--- src/rtl/dds_pkg.sv ---
// Shared types and default timing for the DDS parallel-port write scheduler.
package dds_pkg;

  localparam int unsigned ADDR_W = 5;
  localparam int unsigned DATA_W = 8;

  localparam int unsigned DEF_SETUP_CYC  = 2;
  localparam int unsigned DEF_STROBE_CYC = 2;
  localparam int unsigned DEF_HOLD_CYC   = 1;
  localparam int unsigned DEF_UD_CYC     = 4;

  typedef enum logic [2:0] {
    ST_IDLE   = 3'd0,
    ST_SETUP  = 3'd1,
    ST_STROBE = 3'd2,
    ST_HOLD   = 3'd3,
    ST_WAITN  = 3'd4,
    ST_UPDATE = 3'd5
  } state_e;

  typedef struct packed {
    logic [ADDR_W-1:0] addr;
    logic [DATA_W-1:0] data;
    logic              last;
  } wr_word_t;

  function automatic int unsigned max4(input int unsigned a, input int unsigned b,
                                       input int unsigned c, input int unsigned d);
    int unsigned m;
    m = a;
    if (b > m) m = b;
    if (c > m) m = c;
    if (d > m) m = d;
    return m;
  endfunction

endpackage

--- src/rtl/dds_rr_pick.sv ---
// Two-requester round-robin picker; prio_i=0 means R0 holds priority and yields on contention.
module dds_rr_pick (
  input  logic [1:0] reqs_i,
  input  logic       prio_i,
  output logic [1:0] pick_c
);

  always_comb begin
    pick_c = 2'b00;
    case (reqs_i)
      2'b01:   pick_c = 2'b01;
      2'b10:   pick_c = 2'b10;
      2'b11:   pick_c = prio_i ? 2'b01 : 2'b10;
      default: pick_c = 2'b00;
    endcase
  end

endmodule

--- src/rtl/dds_port_sched.sv ---
// Arbitrates two register-write requesters onto a DDS parallel port and sequences
// setup / write strobe / hold per word and an IO-update pulse per burst.
module dds_port_sched
  import dds_pkg::*;
#(
  parameter int unsigned SETUP_CYC  = DEF_SETUP_CYC,
  parameter int unsigned STROBE_CYC = DEF_STROBE_CYC,
  parameter int unsigned HOLD_CYC   = DEF_HOLD_CYC,
  parameter int unsigned UD_CYC     = DEF_UD_CYC
) (
  input  logic              CLK,
  input  logic              RSTN,
  input  logic              R0_REQ,
  input  logic [ADDR_W-1:0] R0_ADDR,
  input  logic [DATA_W-1:0] R0_DATA,
  input  logic              R0_LAST,
  input  logic              R1_REQ,
  input  logic [ADDR_W-1:0] R1_ADDR,
  input  logic [DATA_W-1:0] R1_DATA,
  input  logic              R1_LAST,
  output logic              R0_ACK,
  output logic              R1_ACK,
  output logic [1:0]        GRANT,
  output logic [ADDR_W-1:0] DDS_A,
  output logic [DATA_W-1:0] DDS_D,
  output logic              DDS_WRN,
  output logic              DDS_UDCLK,
  output logic              BUSY
);

  localparam int unsigned MAX_CYC = max4(SETUP_CYC, STROBE_CYC, HOLD_CYC, UD_CYC);
  localparam int unsigned CNT_W   = $clog2(MAX_CYC) + 1;

  state_e            state_q, state_d;
  logic [CNT_W-1:0]  cnt_q, cnt_d;
  logic [ADDR_W-1:0] addr_q, addr_d;
  logic [DATA_W-1:0] dat_q, dat_d;
  logic              last_q, last_d;
  logic [1:0]        grant_q, grant_d;
  logic              prio_q, prio_d;
  logic [1:0]        ack_q, ack_d;
  logic              wrn_q, wrn_d;
  logic              ud_q, ud_d;
  logic              busy_q, busy_d;

  logic [1:0]        pick_c;
  logic [1:0]        cap_sel_c;
  wr_word_t          w0_c, w1_c, cap_word_c;

  assign w0_c       = {R0_ADDR, R0_DATA, R0_LAST};
  assign w1_c       = {R1_ADDR, R1_DATA, R1_LAST};
  assign cap_word_c = cap_sel_c[0] ? w0_c : w1_c;

  dds_rr_pick u_pick (
    .reqs_i ({R1_REQ, R0_REQ}),
    .prio_i (prio_q),
    .pick_c (pick_c)
  );

  // State and output registers
  always_ff @(posedge CLK) begin
    if (!RSTN) begin
      state_q <= ST_IDLE;
      cnt_q   <= '0;
      addr_q  <= '0;
      dat_q   <= '0;
      last_q  <= 1'b0;
      grant_q <= 2'b00;
      prio_q  <= 1'b0;
      ack_q   <= 2'b00;
      wrn_q   <= 1'b1;
      ud_q    <= 1'b0;
      busy_q  <= 1'b0;
    end else begin
      state_q <= state_d;
      cnt_q   <= cnt_d;
      addr_q  <= addr_d;
      dat_q   <= dat_d;
      last_q  <= last_d;
      grant_q <= grant_d;
      prio_q  <= prio_d;
      ack_q   <= ack_d;
      wrn_q   <= wrn_d;
      ud_q    <= ud_d;
      busy_q  <= busy_d;
    end
  end

  // Next-state logic; port outputs are decoded from the next state so they register with it
  always_comb begin
    state_d   = state_q;
    cnt_d     = cnt_q;
    addr_d    = addr_q;
    dat_d     = dat_q;
    last_d    = last_q;
    grant_d   = grant_q;
    prio_d    = prio_q;
    ack_d     = 2'b00;
    cap_sel_c = 2'b00;

    case (state_q)
      ST_IDLE: cap_sel_c = pick_c;
      ST_SETUP: begin
        if (cnt_q == '0) begin
          state_d = ST_STROBE;
          cnt_d   = CNT_W'(STROBE_CYC - 32'd1);
        end else begin
          cnt_d = cnt_q - CNT_W'(1);
        end
      end
      ST_STROBE: begin
        if (cnt_q == '0) begin
          state_d = ST_HOLD;
          cnt_d   = CNT_W'(HOLD_CYC - 32'd1);
        end else begin
          cnt_d = cnt_q - CNT_W'(1);
        end
      end
      ST_HOLD: begin
        if (cnt_q == '0) begin
          if (last_q) begin
            state_d = ST_UPDATE;
            cnt_d   = CNT_W'(UD_CYC - 32'd1);
            addr_d  = '0;
            dat_d   = '0;
          end else begin
            state_d = ST_WAITN;
          end
        end else begin
          cnt_d = cnt_q - CNT_W'(1);
        end
      end
      // Burst lock: only the current owner can continue; the other side waits
      ST_WAITN: cap_sel_c = grant_q & {R1_REQ, R0_REQ};
      ST_UPDATE: begin
        if (cnt_q == '0) begin
          state_d = ST_IDLE;
          grant_d = 2'b00;
          prio_d  = ~prio_q;
        end else begin
          cnt_d = cnt_q - CNT_W'(1);
        end
      end
      default: state_d = ST_IDLE;
    endcase

    if (cap_sel_c != 2'b00) begin
      state_d = ST_SETUP;
      cnt_d   = CNT_W'(SETUP_CYC - 32'd1);
      addr_d  = cap_word_c.addr;
      dat_d   = cap_word_c.data;
      last_d  = cap_word_c.last;
      grant_d = cap_sel_c;
      ack_d   = cap_sel_c;
    end

    wrn_d  = (state_d != ST_STROBE);
    ud_d   = (state_d == ST_UPDATE);
    busy_d = (state_d != ST_IDLE);
  end

  assign R0_ACK    = ack_q[0];
  assign R1_ACK    = ack_q[1];
  assign GRANT     = grant_q;
  assign DDS_A     = addr_q;
  assign DDS_D     = dat_q;
  assign DDS_WRN   = wrn_q;
  assign DDS_UDCLK = ud_q;
  assign BUSY      = busy_q;

endmodule

--- config.mk ---
export PLATFORM = sky130hd
export DESIGN_NAME = dds_port_sched
export DESIGN_NICKNAME = d
export VERILOG_FILES = /design/src/rtl/dds_pkg.sv /design/src/rtl/dds_rr_pick.sv /design/src/rtl/dds_port_sched.sv
export SDC_FILE = /design/constraint.sdc
export NUM_CORES = 1
export LEC_CHECK = 0
export BUFFER_PORTS_ARGS = -buffer_cell sky130_fd_sc_hd__buf_2
export CORE_UTILIZATION = 45
export DETAILED_ROUTE_END_ITERATION = 16
export GPL_TIMING_DRIVEN = 0
export PLACE_DENSITY = 0.77
export SLEW_MARGIN = 20
export SYNTH_ARGS = -nofsm -noshare
export SYNTH_HDL_FRONTEND = slang
export SYNTH_HIERARCHICAL = 1
export SYNTH_SLANG_ARGS = --single-unit
export TNS_END_PERCENT = 20
--- constraint.sdc ---
create_clock -name CLK -period 2.05 [get_ports CLK]
set_input_delay 0.615 -clock CLK [delete_from_list [all_inputs] [get_ports CLK]]
set_output_delay 0.615 -clock CLK [all_outputs]
set_load 0.005 [all_outputs]
# --- After elaboration in Yosys (flattened, before gate mapping) ---
# Cells that the tools add are included.
# Widths: inputs -> output; s select.
totals:
  ff_bits: 28
  inputBits: 32
  out_inout_bits: 20
  wordCells: 77
op_classes:
  add_sub_neg: 1
  n_eq_ne: 14
  mux: 29
  bitwise: 3
  n_reduce_logical: 18
ops:
  columns: ["operator", "count"]
  rows:
  - ["$mux 8", 4]
  - ["$mux 3", 10]
  - ["$mux 5", 4]
  - ["$pmux 3 s5", 1]
  - ["$mux 14", 1]
  - ["$pmux 3 s4", 1]
  - ["$reduce_bool 2->1", 5]
  - ["$eq 3x3->1 const B", 3]
  - ["$reduce_and 3->1", 3]
  - ["$mux 2", 4]
  - ["$eq 3x2->1 const B", 2]
  - ["$logic_not 3->1", 2]
  - ["$ne 3x3->1 const B", 2]
  - ["$pmux 2 s3", 1]
  - ["$reduce_and 2->1", 3]
  - ["$reduce_bool 5->1", 1]
  - ["$eq 2x2->1 const B", 2]
  - ["$ne 4x4->1 const B", 1]
  - ["$pmux 2 s2", 1]
  - ["$reduce_bool 4->1", 1]
  - ["$reduce_or 2->1", 2]
  - ["$eq 3x1->1 const B", 1]
  - ["$ne 3x2->1 const B", 1]
  - ["$reduce_bool 3->1", 1]
  - ["other kinds (6)", 8]

# --- Depth between registers and ports, before layout ---
# Gate-level depths: netlist of the first run.
logic_depth:
  depth_word: 6
  mapped_depth: 7
  mapped_depth_nobuf: 6

# --- Cells and area by module ---
# The synthesis of the first run kept the hierarchy.
by_module_without_submodules:
  columns: ["mod", "n_inst", "cells_per_inst", "area_per_inst_um2", "seq_area_each_um2"]
  rows:
  - ["dds_port_sched", 1, 139, 1519.0, 560.5]
  - ["dds_rr_pick", 1, 3, 18.8, 0.0]

# --- Worst setup path after synthesis of the first run ---
# Ideal clock, no wire load.
synth_path:
  path_kind: "input port to flip-flop"
  start: "input R0_REQ"
  end: "register dat_q[1] (netlist: DDS_D[1])"
  setup_ns: 0.115
  arrival_time_ns: 1.734
  t_required_ns: 1.935
  path_slack_ns: 0.201
  stages: 6
  n_path_buf: 1
  cell_sequence: "a21boi_1 -> nand2b_4 -> a21oi_4 -> buf_12 -> mux2i_1 -> o2bb2ai_2"
synth_between:
  elab_chain_len: 6
  elab_cells_between_ends: 13
  classes_between: "eq/ne (3); mux (4); bitwise (1); reduce/logical (5)"
synth_lines:
  columns: ["item", "line_no", "text"]
  rows:
  - ["from (decl)", "dds_port_sched.sv:13", "input logic R0_REQ,"]
  - ["$eq 2x2->1 or $eq 2x1->1 (tied branches)", "dds_rr_pick.sv:10", "case (reqs_i)"]
  - ["$pmux 2 s3", "dds_rr_pick.sv:10", null]
  - ["$pmux 2 s2 (*)", "dds_port_sched.sv:101", "case (state_q)"]
  - ["$reduce_bool 2->1", "dds_port_sched.sv:147", "if (cap_sel_c != 2'b00) begin"]
  - ["$reduce_bool 2->1 (no source line)", null, null]
  - ["$reduce_and 3->1 (no source line)", null, null]
  - ["to (signal assigned)", "dds_port_sched.sv:78", "dat_q <= dat_d;"]
  - ["to (decl)", "dds_port_sched.sv:37", "logic [DATA_W-1:0] dat_q, dat_d;"]
# Mark *: on every way between the ends. The rest lies on a longest branch, timed or not.
# A chain may end at the register's enable or synchronous reset.

# --- Worst setup path in the final report of the first run ---
layout_path:
  start: "register cnt_q[0]"
  end: "register wrn_q (netlist: DDS_WRN)"
layout_between:
  elab_chain_len: 5
  elab_cells_between_ends: 8
  classes_between: "eq/ne (1); mux (6); reduce/logical (1)"
layout_lines:
  columns: ["item", "line_no", "text"]
  rows:
  - ["from (decl)", "dds_port_sched.sv:35", "logic [CNT_W-1:0] cnt_q, cnt_d;"]
  - ["from (signal assigned)", "dds_port_sched.sv:76", "cnt_q <= cnt_d;"]
  - ["$logic_not 3->1 (*)", null, null]
  - ["$mux 3, on equally long branches", null, null]
  - ["$pmux 3 s5 (*)", "dds_port_sched.sv:101", null]
  - ["$mux 3 (*)", "dds_port_sched.sv:147", null]
  - ["$ne 3x2->1 (*)", "dds_port_sched.sv:157", "wrn_d = (state_d != ST_STROBE);"]
  - ["to (signal assigned)", "dds_port_sched.sv:83", "wrn_q <= wrn_d;"]
  - ["to (decl)", "dds_port_sched.sv:42", "logic wrn_q, wrn_d;"]
# Marks and branches as above.

==> impl_metrics.toml, run 1 <==
[worst_setup_path]
start_kind = "flip-flop"
crit_chain = "inv_1 -> ha_1 -> nor2b_4 -> a21boi_1 -> o21ai_1 -> or4_1"
max_stage_delay_ns = 0.40
arrival_ns = 2.07
required_ns = 2.28
r2r_slack_ns = 0.20
r2r_start = "cnt_q[0]"
reg2reg_depth = 6
criticalPathCategory = "reg -> reg"
critPathCaptureType = "flip-flop"
crit_fanout = 7
cp_slowest_cell = "or4_1"
rr_endpoint = "DDS_WRN"

[detailed_routing]
ant_nets = 0
routed_wl_um = 3241
vias = 1276
wl_per_cell_um = 13.50
drtPass1Iterations = 4
drt-initial-drc-count = 39
routed_via_density = 5.317
drc = 0

[global_route]
overflow = 0
grt_pass1_wl_um = 5306
grt_start_max_net_pins = 17
grt_pass1_vias = 1203
grt_util_all_layers_pct = 19.30
antenna_found_initial = 0

[logic_synthesis]
synth_flop_cell = "dfxtp_1"
syn-num-nets = 176
synth-edff-count = 0
yosys-top-cells-area = "dfxtp_1 (36%), o2bb2ai_2 (9.8%), mux2i_1 (9.1%)"
synth_top_area_share_pct = 36.45
avgSynthCellArea_um2 = 10.83
yosysTopAreaCell = "dfxtp_1"
ys_seq_area_share_pct = 36.45
synthArstFlopShare_pct = 0
netlist_instances = 142
ys_warn_count = 6
synthDistinctLibCells = 50
netlist_area_um2 = 1538
ys_seq_elements = 28

[placed_design]
place_congestion = 0.8542
io_buffers = 50
hpwl_um = 2545
dp.cells = 236
place_area_um2 = 1843

[finish]
design_area_um2 = 1903
antennaDiodeCount = 0
utilization_pct = 60.36
final_cells = 240
syn_to_final_growth_pct = 23.76
final_common_cell = "buf_2"
drive_above_1_share_pct = 43.37
n_fill_cell = 280
layout_common_cells = "buf_2 (53), dfxtp_1 (28), mux2i_1 (14)"
final_nets = 231

[clocking]
clk_path_buf_depth = 2
cts_tree = "yes"
h-tree-depth = 1
cts_made_buffers = 3
cts-root-buf = "clkbuf_4"
clk_pin_slew_ns = 0.15
ctsHoldBuffers = 0
clock_latency_ns = 0.34
post-cts-setup-buffer-count = 0
cts.repair.resized = 0
cts_sinks = 28

[sta]
max_freq_mhz = 541.8
min_period_ns = 1.846
max-slew-margin-rel_pct = 71.81
period_share_pct = 90.03
timing.setup.tns_ns = 0
setup_viol = 0
slew_violations = 0
rsz0062_at_grt = "false"
worst_slew_pin_slew_ns = 0.4219
fin_skew_ns = 0.009127
hold_viol_final = 0

[job]
drv_cap = 0

[floorplan]
num_rows = 20
coreArea_um2 = 3153
start_util_pct = 48.77
fp.dieW_um = 60.46
fp.dieArea_um2 = 3655
fp.dieH_um = 60.46
ios = 52

[power_and_ir_drop]
ir_worst_vdd_v = 0.0005135
total_power_w = 0.002250
powerDensity_nw_per_um2 = 1182
leakagePower_nw = 0.7996

[status]
status = "finished, final reports clean"

[worst_hold_path]
min-delay-start = "DDS_A[0]"
min_path_cells = 1
hold_path_end = "DDS_A[0]"
hold_class = "reg -> reg"
[flip-flops by register name (all words and copies together) (netlist names)]
register and flops:
DDS_WRN 1, state_q 3, ack_q 2, DDS_D 8
DDS_UDCLK 1, GRANT 2, DDS_A 5, BUSY 1
last_q 1, prio_q 1, cnt_q 3
[cells in the mapped netlist (all sizes together), types with 4 or more instances]
master   count
buf          8
nand2        6
inv          6
nor2         5
mux2i       14
a21oi        4
o21ai        4
dfxtp       28
nand3        5
and2         5
o2bb2ai     13
nor3         4
[area by class of cell]
cell class	count	area, µm²	share of cell area [%]
multi-input combinational	99	878.3	46.15
sequential	28	560.5	29.45
timing repair buffer	50	250.2	13.15
clock inverter	1	30.03	1.578
inverter	6	22.52	1.183
buffer	9	83.83	4.405
tap	44	55.05	2.893
clock buffer	3	22.52	1.183
[per-stage QoR]
step	setup slack (ns)	hold slack (ns)
after floorplan	0.2008	0.4558
after global placement	-0.03763	0.4448
after detailed placement	-0.1374	0.4464
after CTS	0.08002	0.4817
after global routing	0.04973	0.4941
final	0.2043	0.4794
[report_power, final]
group	leakage, nW	switching (W)	internal, W
logic	0.542	0.000556	0.000537
registers	0.230	0.000104	0.000687
clock network	0.0279	0.000168	0.000198
total	0.800	0.000828	0.00142
[worst max-delay path by stage]
stage,start,end,slack [ns],cells past startpoint
6_report,cnt_q[0],DDS_WRN,0.20,6
5_1_grt,cnt_q[0],DDS_WRN,0.05,6
4_1_cts,cnt_q[0],DDS_WRN,0.08,6
3_5_place_dp,R0_REQ,DDS_D[3],-0.14,7
3_3_place_gp,R0_REQ,DDS_WRN,-0.04,6
2_1_floorplan,R0_REQ,DDS_D[1],0.20,6
[worst max-delay path, delay by kind of cell, from the launching register on]
family                     cells  cell delay (ns)
adders and majority gates      1             0.29
DFF                            1             0.36
AOI/OAI and AO/OA              2             0.36
and+or+nand+nor                2             0.62
buffers and inverters          1             0.11
[kinds of logic after synthesis]
| kind of cell | after synthesis | synth area share, % |
|---|---|---|
| simple gates | 42 | 17.98 |
| compound gates | 37 | 25.47 |
| flops | 28 | 36.45 |
| buf+inv | 15 | 6.915 |
| mux | 15 | 9.845 |
| xor+xnor | 3 | 1.709 |
| fa+ha+maj | 2 | 1.627 |
[metal layers]
metal	track usage [%]	wire (µm)	share of wire, %	vias to the layer above
met4	3.896	27	0.83	0
met5	0	0	0	-
met3	4.478	164	5.1	4
met1	25.03	1432	44	600
met2	32.97	1616	50	39
li1	-	-	-	633
(Power assumes the default switching activity.)
==> run 2: changes to the inputs <==
Settings changed: CORE_ASPECT_RATIO set to 1.25, REMOVE_ABC_BUFFERS set to 1.
==> run 2 against run 1 <==
Sequential power is 5.8% higher. Global-route usage is 1.5 points higher. Count of clock-buffer cells in the layout stayed put. Power is 0.44% lower. Sequential share of layout area is 1.0 points higher. Clock power is 20% higher. Via count is 2.7% lower. Highest routed layer unchanged.
==> impl_metrics.toml, run 2 (synthesis results as in run 1) <==
[status]
status = "finished, final reports clean"

[clocking]
h-tree-depth = 1
clk_pin_slew_ns = 0.10
ctsHoldBuffers = 0
cts_tree = "yes"
cts-root-buf = "clkbuf_8"
cts_sinks = 28
clock_latency_ns = 0.27
post-cts-setup-buffer-count = 0
cts_made_buffers = 3
clk_path_buf_depth = 2

[sta]
setup_viol = 0
rsz0062_at_grt = "false"
max-slew-margin-rel_pct = 51.80
fin_skew_ns = 0.002587
period_share_pct = 97.49
hold_viol_final = 0
min_period_ns = 1.998
slew_violations = 0
max_freq_mhz = 500.4
worst_slew_pin_slew_ns = 0.7207

[floorplan]
num_rows = 23
fp.dieH_um = 67.36
fp.dieArea_um2 = 3656
coreArea_um2 = 3223
ios = 52
fp.dieW_um = 54.29
start_util_pct = 47.71

[finish]
n_fill_cell = 280
antennaDiodeCount = 0
final_common_cell = "buf_2"
seqCellArea_um2 = 561.8
largest_reg_flops = 8
drive_above_1_share_pct = 42.55
utilization_pct = 57.18
layout_common_cells = "buf_2 (51), dfxtp_1 (27), mux2i_1 (14)"
final_nets = 223
multi_input_area_um2 = 885.9
syn_to_final_growth_pct = 19.85

[worst_setup_path]
crit_fanout = 17
crit_buf_inv = 1
max_stage_delay_ns = 0.53
required_ns = 2.21
critPathCaptureType = "flip-flop"
crit_chain = "buf_2 -> a21boi_1 -> nand2b_4 -> a21oi_4 -> mux2i_1 -> o2bb2ai_2"
criticalPathCategory = "in -> reg"
start_kind = "input port"
cp_slowest_cell = "a21oi_4"
arrival_ns = 2.16
cp_top_family = "compound AO/OA/AOI/OAI gates"

[placed_design]
hpwl_um = 2428
place_congestion = 0.8857
io_buffers = 51

[global_route]
grt_pass1_wl_um = 5506
grt_pass1_vias = 1275
overflow = 0
antenna_found_initial = 0
grt_util_all_layers_pct = 20.83
grt_start_max_net_pins = 22

[power_and_ir_drop]
total_power_w = 0.002240
leakagePower_nw = 0.7587
ir_worst_vdd_v = 0.0007064
powerDensity_nw_per_um2 = 1216

[detailed_routing]
drt-initial-drc-count = 30
drtPass1Iterations = 4
drc = 0
vias = 1242
routed_wl_um = 3358
ant_nets = 0
wl_per_cell_um = 14.92
routed_via_density = 5.520

[job]
drv_cap = 0

[worst_hold_path]
hold_class = "reg -> reg"
==> run 2: cell count changes in the layout (fill, tap and decap cells not counted), moves of 2 or more <==
cell      change
clkbuf_8      +3
clkbuf_4      -3
buf_6         -4
buf_2         -2
==> run 2: metrics by stage <==
step / worst slack (ns) / std cells / hold WS, ns / instance area [µm²] / TNS (ns)
2_1_floorplan: -0.04042 / 133 / 0.4558 / 1454 / -0.1968
3_3_place_gp: -0.3688 / 221 / 0.4405 / 1755 / -4.364
3_5_place_dp: -0.4632 / 221 / 0.4454 / 1755 / -5.689
4_1_cts: 0.07462 / 225 / 0.4731 / 1834 / 0
5_1_grt: 0.01845 / 225 / 0.4923 / 1843 / 0
6_report: 0.05152 / 225 / 0.4722 / 1843 / 0
==> run 2: path summary, 6_finish.rpt <==
kind         startpoint       end  slack, ns  depth (start not counted)
min            DDS_D[7]  DDS_D[7]       0.47                          1
max              R0_REQ  DDS_A[1]       0.05                          6
max reg2reg      prio_q  DDS_A[1]       0.07                          6
min reg2reg    DDS_D[7]  DDS_D[7]       0.47                          1
==> run 2: per-layer routing <==
layer / part of all wire (%) / track usage (%) / up-vias
met5: 0 / 0 / -
li1: - / - / 613
met3: 4.9 / 4.054 / 4
met2: 52 / 37.20 / 48
met4: 1.5 / 8.974 / 0
met1: 41 / 23.11 / 577
==> run 2: layout make-up <==
class | count | area share, %
inverters | 6 | 1.222
clock buffers | 3 | 2.240
repair buffers | 51 | 13.85
multi-input cells | 99 | 48.07
flip-flops and latches | 28 | 30.48
well taps | 37 | 2.512
clock inverters | 1 | 1.629
==> run 2: repair_timing <==
action | in CTS | in global routing
gates resized for setup | 2 | 2
setup endpoints to repair | 13 | 11
endpoints found under the hold margin | 0 | 0
==> run 2: power by group <==
group | switching (W) | internal [W] | leakage, nW
logic | 0.000502 | 0.000463 | 0.492
clock network | 0.000177 | 0.000262 | 0.0357
registers | 0.000150 | 0.000687 | 0.231
total | 0.000829 | 0.00141 | 0.759
==> run 2: worst reg2reg max path: cells and delay by family (launching register included) <==
family                 cells  cell delay (ns)
muxes                      1             0.34
buffers and inverters      1             0.07
DFF                        1             0.38
and+or+nand+nor            1             0.09
AOI/OAI and AO/OA          3             1.00
==> run 3: changes to the inputs <==
Clock period 2.05 ns to 2.5 ns, I/O delays scaled along.
==> run 3 against run 2 <==
Power fell by 18%. Sequential power fell by 18%. Clock skew shrank 0.00055 ns. Final area shrank 0.54%. Cell count stayed put. Sequential cell count unchanged. Worst setup slack better by 0.27 ns. Critical path depth is 2 lower. Core utilization decreased by 0.31 points. Global-route usage is 0.18 points lower. Die area unchanged. First-iteration DRC count down 17%. Critical path type is now reg -> reg. Critical endpoint unchanged. Largest power group unchanged.
==> impl_metrics.toml, run 3 (synthesis results as in run 1) <==
[sta]
hold_viol_final = 0
fin_skew_ns = 0.002035
rsz0062_at_grt = "false"
period_share_pct = 87.08
setup_viol = 0
setup_slack_ns = 0.3230
worst_slew_pin_slew_ns = 0.7337
hold_ws_ns = 0.4718
max-slew-margin-rel_pct = 51.02
max_freq_mhz = 459.3
slew_violations = 0
min_period_ns = 2.177

[clocking]
h-tree-depth = 1
post-cts-setup-buffer-count = 0
cts.repair.resized = 0
ctsHoldBuffers = 0
cts_sinks = 28
clock_latency_ns = 0.27
clk_pin_slew_ns = 0.10
cts_made_buffers = 3
cts-root-buf = "clkbuf_8"
clk_path_buf_depth = 2
cts_tree = "yes"

[floorplan]
ios = 52
fp.dieH_um = 67.36
coreArea_um2 = 3223
start_util_pct = 47.71
fp.dieW_um = 54.29
num_rows = 23
fp.dieArea_um2 = 3656

[global_route]
grt_pass1_wl_um = 5457
grt_start_max_net_pins = 22
antenna_found_initial = 0
grt_util_all_layers_pct = 20.65
overflow = 0
grt_pass1_vias = 1263

[placed_design]
place_congestion = 0.8857
io_buffers = 51
hpwl_um = 2428
dp_slack_ns = -0.1482

[detailed_routing]
ant_nets = 0
wl_per_cell_um = 14.87
drc = 0
drt-initial-drc-count = 25
routed_via_density = 5.502
routed_wl_um = 3345
drtPass1Iterations = 4
vias = 1238

[worst_setup_path]
crit_fanout = 21
criticalPathCategory = "reg -> reg"
start_kind = "flip-flop"
r2r_slack_ns = 0.32
crit_chain = "nand3_1 -> a21oi_4 -> mux2i_1 -> o2bb2ai_2"
required_ns = 2.66
cp_slowest_cell = "dfxtp_1"
max_stage_delay_ns = 0.81
arrival_ns = 2.34
critPathCaptureType = "flip-flop"

[job]
drv_cap = 0

[power_and_ir_drop]
ir_worst_vdd_v = 0.0005720
leakagePower_nw = 0.7564
powerDensity_nw_per_um2 = 997.3

[worst_hold_path]
hold_class = "reg -> reg"

[status]
status = "finished, final reports clean"

[finish]
utilization_pct = 56.87
final_nets = 223
antennaDiodeCount = 0
final_common_cell = "buf_2"
drive_above_1_share_pct = 40.96
largest_reg_flops = 8
layout_common_cells = "buf_2 (51), dfxtp_1 (28), mux2i_1 (14)"
syn_to_final_growth_pct = 19.20
[run 3: cell counts in the layout (fill, tap and decap cells not counted)]
No cell type changed its count.
[run 3: final cells by class]
class                   instances  area (µm²)
clock buffers                   3       41.29
fillers                       281        1390
inverters                       6       22.52
repair buffers                 51       255.2
clock inverters                 1       30.03
well taps                      37       46.29
flip-flops and latches         28       560.5
multi-input cells              99       877.1
[run 3: critical path, delay by kind of cell, from the launching register on]
family / cells / cell delay (ns)
flops: 1 / 0.81
compound gates: 2 / 0.65
mux: 1 / 0.33
simple gates: 1 / 0.26
[run 3: metal layers]
layer / share of wire (%) / global-route usage, % / wire length, µm / vias to the layer above
li1: - / - / - / 611
met1: 42 / 22.83 / 1399 / 575
met2: 52 / 37.50 / 1738 / 48
met3: 4.6 / 3.829 / 155 / 4
met4: 1.6 / 8.013 / 52 / 0
met5: 0 / 0 / 0 / -
[run 3: final timing paths]
check	to	start	cells after the start
worst max-delay path	DDS_A[1]	state_q[2]	4
worst min-delay path	DDS_D[7]	DDS_D[7]	1
worst min register to register	DDS_D[7]	DDS_D[7]	1
worst max register to register	DDS_A[1]	state_q[2]	4
[run 3: where the power goes]
group	total (W)	switching (W)	internal [W]
sequential	0.000686	0.000122	0.000563
clock	0.000358	0.000144	0.000214
combinational	0.000785	0.000409	0.000375
total	0.00183	0.000675	0.00115
[run 3: through the flow]
stage	setup TNS, ns	cell area, µm²	std cells	total power, W
2_1_floorplan	0	1454	133	0.001240
3_3_place_gp	-0.2490	1755	221	0.001434
3_5_place_dp	-1.482	1755	221	0.001468
4_1_cts	0	1827	225	0.001829
5_1_grt	0	1833	225	0.001949
6_report	0	1833	225	0.001828
